[src/rtl/uart_tx_engine.sv]
// UART transmitter: start bit, DATA_WIDTH data bits LSB first, optional parity, 1..2 stop bits.
// The character and the baud divisor are captured at the handshake, so later input changes only affect the next frame.
module uart_tx_engine #(
    parameter int DATA_WIDTH = 8,
    parameter int PARITY_EN  = 0,
    parameter int PARITY_ODD = 0,
    parameter int STOP_BITS  = 1,
    parameter int DIV_WIDTH  = 16
) (
    input  logic                  clk,
    input  logic                  rst,
    input  logic [DATA_WIDTH-1:0] tx_data,
    input  logic                  tx_valid,
    output logic                  tx_ready,
    input  logic [DIV_WIDTH-1:0]  baud_div,
    output logic                  tx,
    output logic                  busy,
    output logic                  frame_done
);
    typedef enum logic [2:0] {IDLE, START, DATA, PARITY, STOP} state_t;

    localparam int                   CNT_W     = 4;
    localparam logic [CNT_W-1:0]     LAST_DATA = CNT_W'(DATA_WIDTH - 1);
    localparam logic [CNT_W-1:0]     LAST_STOP = CNT_W'(STOP_BITS - 1);
    localparam logic [CNT_W-1:0]     CNT_ONE   = CNT_W'(1);
    localparam logic [DIV_WIDTH-1:0] DIV_ONE   = DIV_WIDTH'(1);

    state_t                state;
    logic [DATA_WIDTH-1:0] shreg;
    logic                  par_q;
    logic [DIV_WIDTH-1:0]  reload_q;
    logic [DIV_WIDTH-1:0]  baud_cnt;
    logic [CNT_W-1:0]      bit_cnt;
    logic [DIV_WIDTH-1:0]  reload_d;
    logic                  accept;
    logic                  bit_end;

    // Counter runs reload..0, so a divisor of 0 or 1 both give one-clock bits.
    assign reload_d = (baud_div <= DIV_ONE) ? '0 : baud_div - DIV_ONE;
    assign accept   = tx_valid & tx_ready;
    assign bit_end  = (baud_cnt == '0);

    always_ff @(posedge clk or negedge rst) begin
        if (!rst) begin
            state      <= IDLE;
            tx         <= 1'b1;
            busy       <= 1'b0;
            tx_ready   <= 1'b0;
            frame_done <= 1'b0;
            shreg      <= '0;
            par_q      <= 1'b0;
            reload_q   <= '0;
            baud_cnt   <= '0;
            bit_cnt    <= '0;
        end else begin
            frame_done <= 1'b0;
            case (state)
                IDLE: begin
                    tx   <= 1'b1;
                    busy <= 1'b0;
                    if (accept) begin
                        shreg    <= tx_data;
                        par_q    <= (^tx_data) ^ (PARITY_ODD != 0);
                        reload_q <= reload_d;
                        baud_cnt <= reload_d;
                        bit_cnt  <= '0;
                        tx       <= 1'b0;
                        busy     <= 1'b1;
                        tx_ready <= 1'b0;
                        state    <= START;
                    end else begin
                        tx_ready <= 1'b1;
                    end
                end

                START: begin
                    if (bit_end) begin
                        baud_cnt <= reload_q;
                        bit_cnt  <= '0;
                        tx       <= shreg[0];
                        state    <= DATA;
                    end else begin
                        baud_cnt <= baud_cnt - DIV_ONE;
                    end
                end

                DATA: begin
                    if (bit_end) begin
                        baud_cnt <= reload_q;
                        if (bit_cnt == LAST_DATA) begin
                            bit_cnt <= '0;
                            if (PARITY_EN != 0) begin
                                tx    <= par_q;
                                state <= PARITY;
                            end else begin
                                tx         <= 1'b1;
                                frame_done <= (reload_q == '0) && (LAST_STOP == '0);
                                state      <= STOP;
                            end
                        end else begin
                            bit_cnt <= bit_cnt + CNT_ONE;
                            shreg   <= shreg >> 1;
                            tx      <= shreg[1];
                        end
                    end else begin
                        baud_cnt <= baud_cnt - DIV_ONE;
                    end
                end

                PARITY: begin
                    if (bit_end) begin
                        baud_cnt   <= reload_q;
                        bit_cnt    <= '0;
                        tx         <= 1'b1;
                        frame_done <= (reload_q == '0) && (LAST_STOP == '0);
                        state      <= STOP;
                    end else begin
                        baud_cnt <= baud_cnt - DIV_ONE;
                    end
                end

                STOP: begin
                    // frame_done is registered, so it is raised one edge ahead of the final stop cycle.
                    if (bit_end) begin
                        if (bit_cnt == LAST_STOP) begin
                            busy     <= 1'b0;
                            tx_ready <= 1'b1;
                            state    <= IDLE;
                        end else begin
                            bit_cnt    <= bit_cnt + CNT_ONE;
                            baud_cnt   <= reload_q;
                            frame_done <= (reload_q == '0) && ((bit_cnt + CNT_ONE) == LAST_STOP);
                        end
                    end else begin
                        baud_cnt   <= baud_cnt - DIV_ONE;
                        frame_done <= (baud_cnt == DIV_ONE) && (bit_cnt == LAST_STOP);
                    end
                end

                default: begin
                    tx       <= 1'b1;
                    busy     <= 1'b0;
                    tx_ready <= 1'b0;
                    state    <= IDLE;
                end
            endcase
        end
    end
endmodule

[config.mk]
export PLATFORM = sky130hd
export DESIGN_NAME = uart_tx_engine
export DESIGN_NICKNAME = d
export VERILOG_FILES = /design/src/rtl/uart_tx_engine.sv
export SDC_FILE = /design/constraint.sdc
export NUM_CORES = 1
export LEC_CHECK = 0
export CORE_UTILIZATION = 45
export DETAILED_ROUTE_END_ITERATION = 8
export GPL_TIMING_DRIVEN = 0
export PLACE_DENSITY = 0.72
export SLEW_MARGIN = 20
export SYNTH_ARGS = -nofsm -noshare
export SYNTH_HDL_FRONTEND = slang
export SYNTH_SLANG_ARGS = --single-unit
[constraint.sdc]
create_clock -name clk -period 2.2 [get_ports clk]
set_clock_uncertainty 0.2 [all_clocks]
set_input_delay 0.22 -clock clk [delete_from_list [all_inputs] [get_ports clk]]
set_output_delay 0.22 -clock clk [all_outputs]
set_load 0.02 [all_outputs]
* Word level (Yosys, flattened, before mapping) *
Index checks and enable logic that the tools add are counted.

cells by class
  bitwise logic cells = 3
  order comparisons = 1
  reduce and logical (&&, ||, !) cells = 19
  $add $sub $neg = 3
  muxes and demuxes = 44
  eq/ne operators = 17

operators by type and width
  kind                   number
  $mux 16                5
  $pmux 16 s3            1
  $logic_not 16->1       2
  $sub 16x1->16 const B  2
  $mux 4                 6
  $mux 8                 3
  $mux 3                 7
  $ne 2x2->1 const B     9
  $eq 16x1->1 const B    1
  $le 16x1->1 const B    1
  $pmux 4 s4             1
  $pmux 8 s2             1
  $mux 1                 15
  $pmux 3 s5             1
  $pmux 1 s3             3
  $logic_not 4->1        2
  $reduce_and 4->1       2
  $reduce_and 7->1       1
  $eq 3x2->1 const B     2
  $reduce_and 3->1       2
  $reduce_and 6->1       1
  $pmux 1 s5             1
  $add 4x1->4 const B    1
  $eq 4x3->1 const B     1
  other kinds (14)       16

storage, ports and cells
  output and inout bits = 4
  word-level logic and storage cells = 96
  flip-flop bits (word level) = 51

* Longest topological paths before layout *
  word-level depth = 6
  depth in mapped cells = 10

* Least setup slack after synthesis *
Ideal clock, no wire load.

  path kind = reg2reg
  from = register bit_cnt[0]
  to = register baud_cnt[0]
  data arrival time = 1921 ps
  cell stages (with the launch flop) = 9
  clock period less this slack = 2267 ps
  buffers on the path = 1
  slack = -67 ps
  setup time = 146 ps
  cells stage by stage = dfrtp_1 inv_1 ha_1 or3b_1 o31ai_4 o21ai_2 buf_6 o311ai_2 o221ai_1

between the ends
  longest elaborated chain between the ends = 3

ends and longest elaborated chain
  item                               line  source
  from (decl)                        33    logic [CNT_W-1:0] bit_cnt;
  from (signal assigned)             101   bit_cnt <= bit_cnt + CNT_ONE;
  from (signal assigned)             130   bit_cnt <= bit_cnt + CNT_ONE;
  $logic_not 4->1                    125   if (bit_cnt == LAST_STOP) begin
  $ne 3x3->1 (no source line)        -
  $reduce_and 3->1 (no source line)  -
  to (signal assigned)               118   baud_cnt <= baud_cnt - DIV_ONE;
  to (signal assigned)               131   baud_cnt <= reload_q;
  to (signal assigned)               135   baud_cnt <= baud_cnt - DIV_ONE;
  to (decl)                          32    logic [DIV_WIDTH-1:0] baud_cnt;

No other way between the ends.
A chain may end at the register's enable or synchronous reset.

* Worst setup path in the final report *
  from = register baud_cnt[0]
  to = register baud_cnt[0]

between the ends
  longest elaborated chain between the ends = 3
  elaborated cells on any way between the ends = 7
  classes of those cells = 1 x add/sub; 1 x eq/ne; 3 x mux; 2 x reduce/logical

ends and longest elaborated chain
  item                                               line  source
  from (signal assigned)                             65    baud_cnt <= reload_d;
  from (signal assigned)                             78    baud_cnt <= reload_q;
  from (signal assigned)                             83    baud_cnt <= baud_cnt - DIV_ONE;
  $sub 16x1->16 or $logic_not 16->1 (tied branches)  -
  $mux 16, or another cell as far along              124   if (bit_end) begin
  $pmux 16 s3 or $reduce_and 3->1 (tied branches)    -

Parallel ways exist; a longest one is shown, timed or not.

==> out/qor.yml <==
sta:
  timing.final.ws_setup_ns: -0.07674
  layout_worst_path_cycle_share_pct: 103.5
  fmax_mhz: 439.2
  setup_total_negative_slack_ns: -0.5473
  worst_slew_pin_slew_ns: 0.6714
  fin_crit_ns: 2.277
  hold_viol_final: 0
  rsz0062_at_grt: "true"
  max-slew-margin-rel_pct: 55.24
  setup_viol: 14
  maxSlewViolCount: 0
drt:
  drt-wirelength-per-cell_um: 17.76
  dr_total_vias: 3263
  drt_iter0_drc: 351
  detail_route.wirelength_mm: 9.697
  drtPass1Iterations: 5
  routed_via_density: 5.976
  drc: 0
  postRouteAntennaNets: 0
floorplan:
  core_region_area_mm2: 0.007253
  initial_utilization_pct: 46.58
  top_level_ports: 31
  die_width_um: 88.65
  die_h_um: 88.65
  core.rowCount: 31
  floorplan.die_area_mm2: 0.007858
power:
  power_density_mw_per_mm2: 748.5
  share_of_total_power_in_sequential_cells_pct: 46.9
  switchingPower_mw: 1.241
  combinational_share_of_power_pct: 34.6
  power.share.switching_pct: 37.96
  power.static_leakage_nw: 1.761
  worst_ir_drop_vdd_v: 0.0003590
  internal_power_mw: 2.029
  p_clk_share_pct: 18.5
global_route:
  largest_net_degree_at_the_start_of_global_routing: 52
  first_global_vias: 2982
  total_gr_overflow: 0
  antenna_found_initial: 0
  grt_util_all_layers_pct: 24.89
  first_pass_grt_wire_length_mm: 14.82
finish:
  final_cell_mix: "sky130_fd_sc_hd__dfrtp_1, sky130_fd_sc_hd__nand2_1, sky130_fd_sc_hd__buf_4, sky130_fd_sc_hd__nor2_1"
  drive_above_1_share_pct: 26.17
  antenna_cells_inserted: 0
  nFillCells: 614
  final_net_count: 481
  post-route-cell-area_mm2: 0.004369
  layout_commonest_cell: "sky130_fd_sc_hd__dfrtp_1"
  area.growth.synth_to_final_pct: 29.33
  sequential_cell_area_mm2: 0.001281
  multiInputGateArea_mm2: 0.002112
clock_network:
  cts_made_buffers: 5
  htree_num_levels: 2
  clk_pin_slew_ns: 0.09
  clock_latency_of_the_later_clocked_register_in_the_worst_skew_pair_ns: 0.32
  cts_num_sinks: 51
  clock_tree_root_buffer_cell: "sky130_fd_sc_hd__clkbuf_8"
  cts_tree: "built"
  cts.path.max_buffers: 2
yosys:
  synth_flop_cell: "sky130_fd_sc_hd__dfrtp_1"
  synth-warning-count: 0
  synth_simple_gate_area_share_pct: 25.63
  postSynthNetCount: 409
  syn-cell-area_mm2: 0.003378
  largest_family_of_logic_cells_by_synthesized_area: "simple AND/OR/NAND/NOR gates"
  synth-seq-cells: 51
  synthesized_area_fraction_occupied_by_ao_oa_aoi_and_oai_cells_pct: 20.00
  synth-edff-count: 0
  adder_cell_fraction_of_synth_area_pct: 2.963
  netlist_instances: 374
  synth.distinct_cells: 63
  synthXorXnorAreaFrac_pct: 5.704
  synth.yosys.seq_area_share_pct: 37.81
  synth.area.mux_share_pct: 3.333
  synthesis.area_per_instance_um2: 9.033
  asyncSetResetFlopFracSynth_pct: 100.0
worst_setup_path:
  cp_max_fo: 7
  timing.setup.critical_path_class: "flop to flop"
  cp.arrival_ns: 2.25
  rrSetupSlack_ns: -0.08
  setup_crit_end_kind: "flop"
  worst_ep_required_time_ns: 2.18
  critical_path.startpoint_type: "flop"
  worst_r2r_path_depth: 9
hold_path:
  worst_hold_path_type: "input port to flop"
  cell_depth_of_the_worst_min_delay_path: 3
run_status:
  failed_checks: "negative setup slack"
  outcome: "complete, but fails checks"
placement:
  placed_cell_area_mm2: 0.003800
  port-buffer-count: 30
  routabilityCongestion: 0.8603
  place_hpwl_mm: 6.204
run:
  max_cap_viol_count: 0
area by class of cell:
| cell class | instances | area share, % |
|---|---|---|
| clock inverter | 2 | 0.3150 |
| timing repair buffer | 67 | 13.46 |
| multi-input combinational | 294 | 48.34 |
| tap | 99 | 2.835 |
| clock buffer | 6 | 1.890 |
| buffer | 19 | 3.150 |
| sequential | 51 | 29.32 |
| inverter | 8 | 0.6873 |
cell usage after synthesis, types with 5 or more instances:
library cell	count	area [µm²]
sky130_fd_sc_hd__nand2_1	47	176.4
sky130_fd_sc_hd__nor2_1	38	142.6
sky130_fd_sc_hd__nand4_1	5	31.28
sky130_fd_sc_hd__nor4_1	7	43.79
sky130_fd_sc_hd__nand3b_1	5	37.54
sky130_fd_sc_hd__a31oi_1	7	43.79
sky130_fd_sc_hd__clkbuf_1	11	41.29
sky130_fd_sc_hd__a21oi_1	15	75.07
sky130_fd_sc_hd__dfrtp_1	50	1251
sky130_fd_sc_hd__xor2_1	8	70.07
sky130_fd_sc_hd__nand2b_1	8	50.05
sky130_fd_sc_hd__mux2i_1	9	90.09
sky130_fd_sc_hd__o211ai_1	6	45.04
sky130_fd_sc_hd__inv_1	8	30.03
sky130_fd_sc_hd__ha_1	8	100.1
sky130_fd_sc_hd__o21ai_0	28	140.1
sky130_fd_sc_hd__xnor2_1	14	122.6
sky130_fd_sc_hd__nor3_1	11	55.05
sky130_fd_sc_hd__o31ai_1	7	52.55
stage by stage:
stage          hold slack (ns)  total power [mW]  utilization (%)  cells  setup WS, ns
6_report                0.1933             3.270            60.24    546      -0.07674
5_1_grt                 0.2574             3.423            60.24    546       -0.1436
4_1_cts                 0.2727             3.146            58.55    544      -0.04669
3_5_place_dp            0.1015             2.459            52.39    503       -0.7718
3_3_place_gp            0.2668             2.430            52.42    503       -0.8811
2_1_floorplan          -0.2756             2.141                -    374      -0.04204
timing repair:
action                                 4_1_cts  5_1_grt
resized for setup                           33       39
pin swaps                                   14        8
buffers inserted                            35        3
hold buffers                                 1        0
endpoints found under the hold margin       50        0
setup endpoints to repair                   48       45
sequential cells by signal, summed over array words and instances, names as in the netlist:
name / count
shreg: 8
tx_ready: 1
busy: 1
frame_done: 1
reload_q: 16
bit_cnt: 4
baud_cnt: 16
tx: 1
state: 3
worst max-delay path, stage by stage (launching register included):
cell	delay, ns
sky130_fd_sc_hd__dfrtp_2	0.49
sky130_fd_sc_hd__inv_2	0.14
sky130_fd_sc_hd__ha_1	0.18
sky130_fd_sc_hd__nand3b_1	0.12
sky130_fd_sc_hd__buf_6	0.17
sky130_fd_sc_hd__o31ai_4	0.25
sky130_fd_sc_hd__o21ai_2	0.11
sky130_fd_sc_hd__buf_6	0.14
sky130_fd_sc_hd__o311ai_2	0.20
sky130_fd_sc_hd__o221ai_1	0.15
layer usage:
layer / GRT usage (%) / up-vias / wire length [µm]
met5: 0 / - / 0
met4: 12.02 / 0 / 361
met3: 4.571 / 33 / 563
met2: 38.46 / 149 / 4449
met1: 33.65 / 1571 / 4322
li1: - / 1510 / -
worst paths after layout:
| check | startpoint | to |
|---|---|---|
| worst max-delay path | baud_cnt[0] | baud_cnt[0] |
| worst min-delay path | baud_div[9] | reload_q[9] |
| worst max register to register | baud_cnt[0] | baud_cnt[0] |
| worst min register to register | shreg[0] | shreg[0] |
| max in group asynchronous | rst | baud_cnt[0] |
| min in group asynchronous | rst | bit_cnt[3] |
power by group through the flow:
stage / Clock [mW] / Combinational, mW / Sequential (mW)
after floorplan: 0 / 0.671 / 1.47
after global placement: 0 / 0.906 / 1.52
after detailed placement: 0 / 0.931 / 1.53
final: 0.606 / 1.13 / 1.53
after CTS: 0.604 / 1.04 / 1.50
after global routing: 0.632 / 1.23 / 1.56
cell families (layout without fill, tap and decap cells):
family / after synthesis / after routing
AOI/OAI and AO/OA: 98 / 98
xor gates and xnor gates: 22 / 22
adders and majority gates: 8 / 8
buffers and inverters: 29 / 102
DFF: 51 / 51
muxes: 11 / 11
and+or+nand+nor: 155 / 155
No activity file was read; power rests on OpenSTA's default activity.
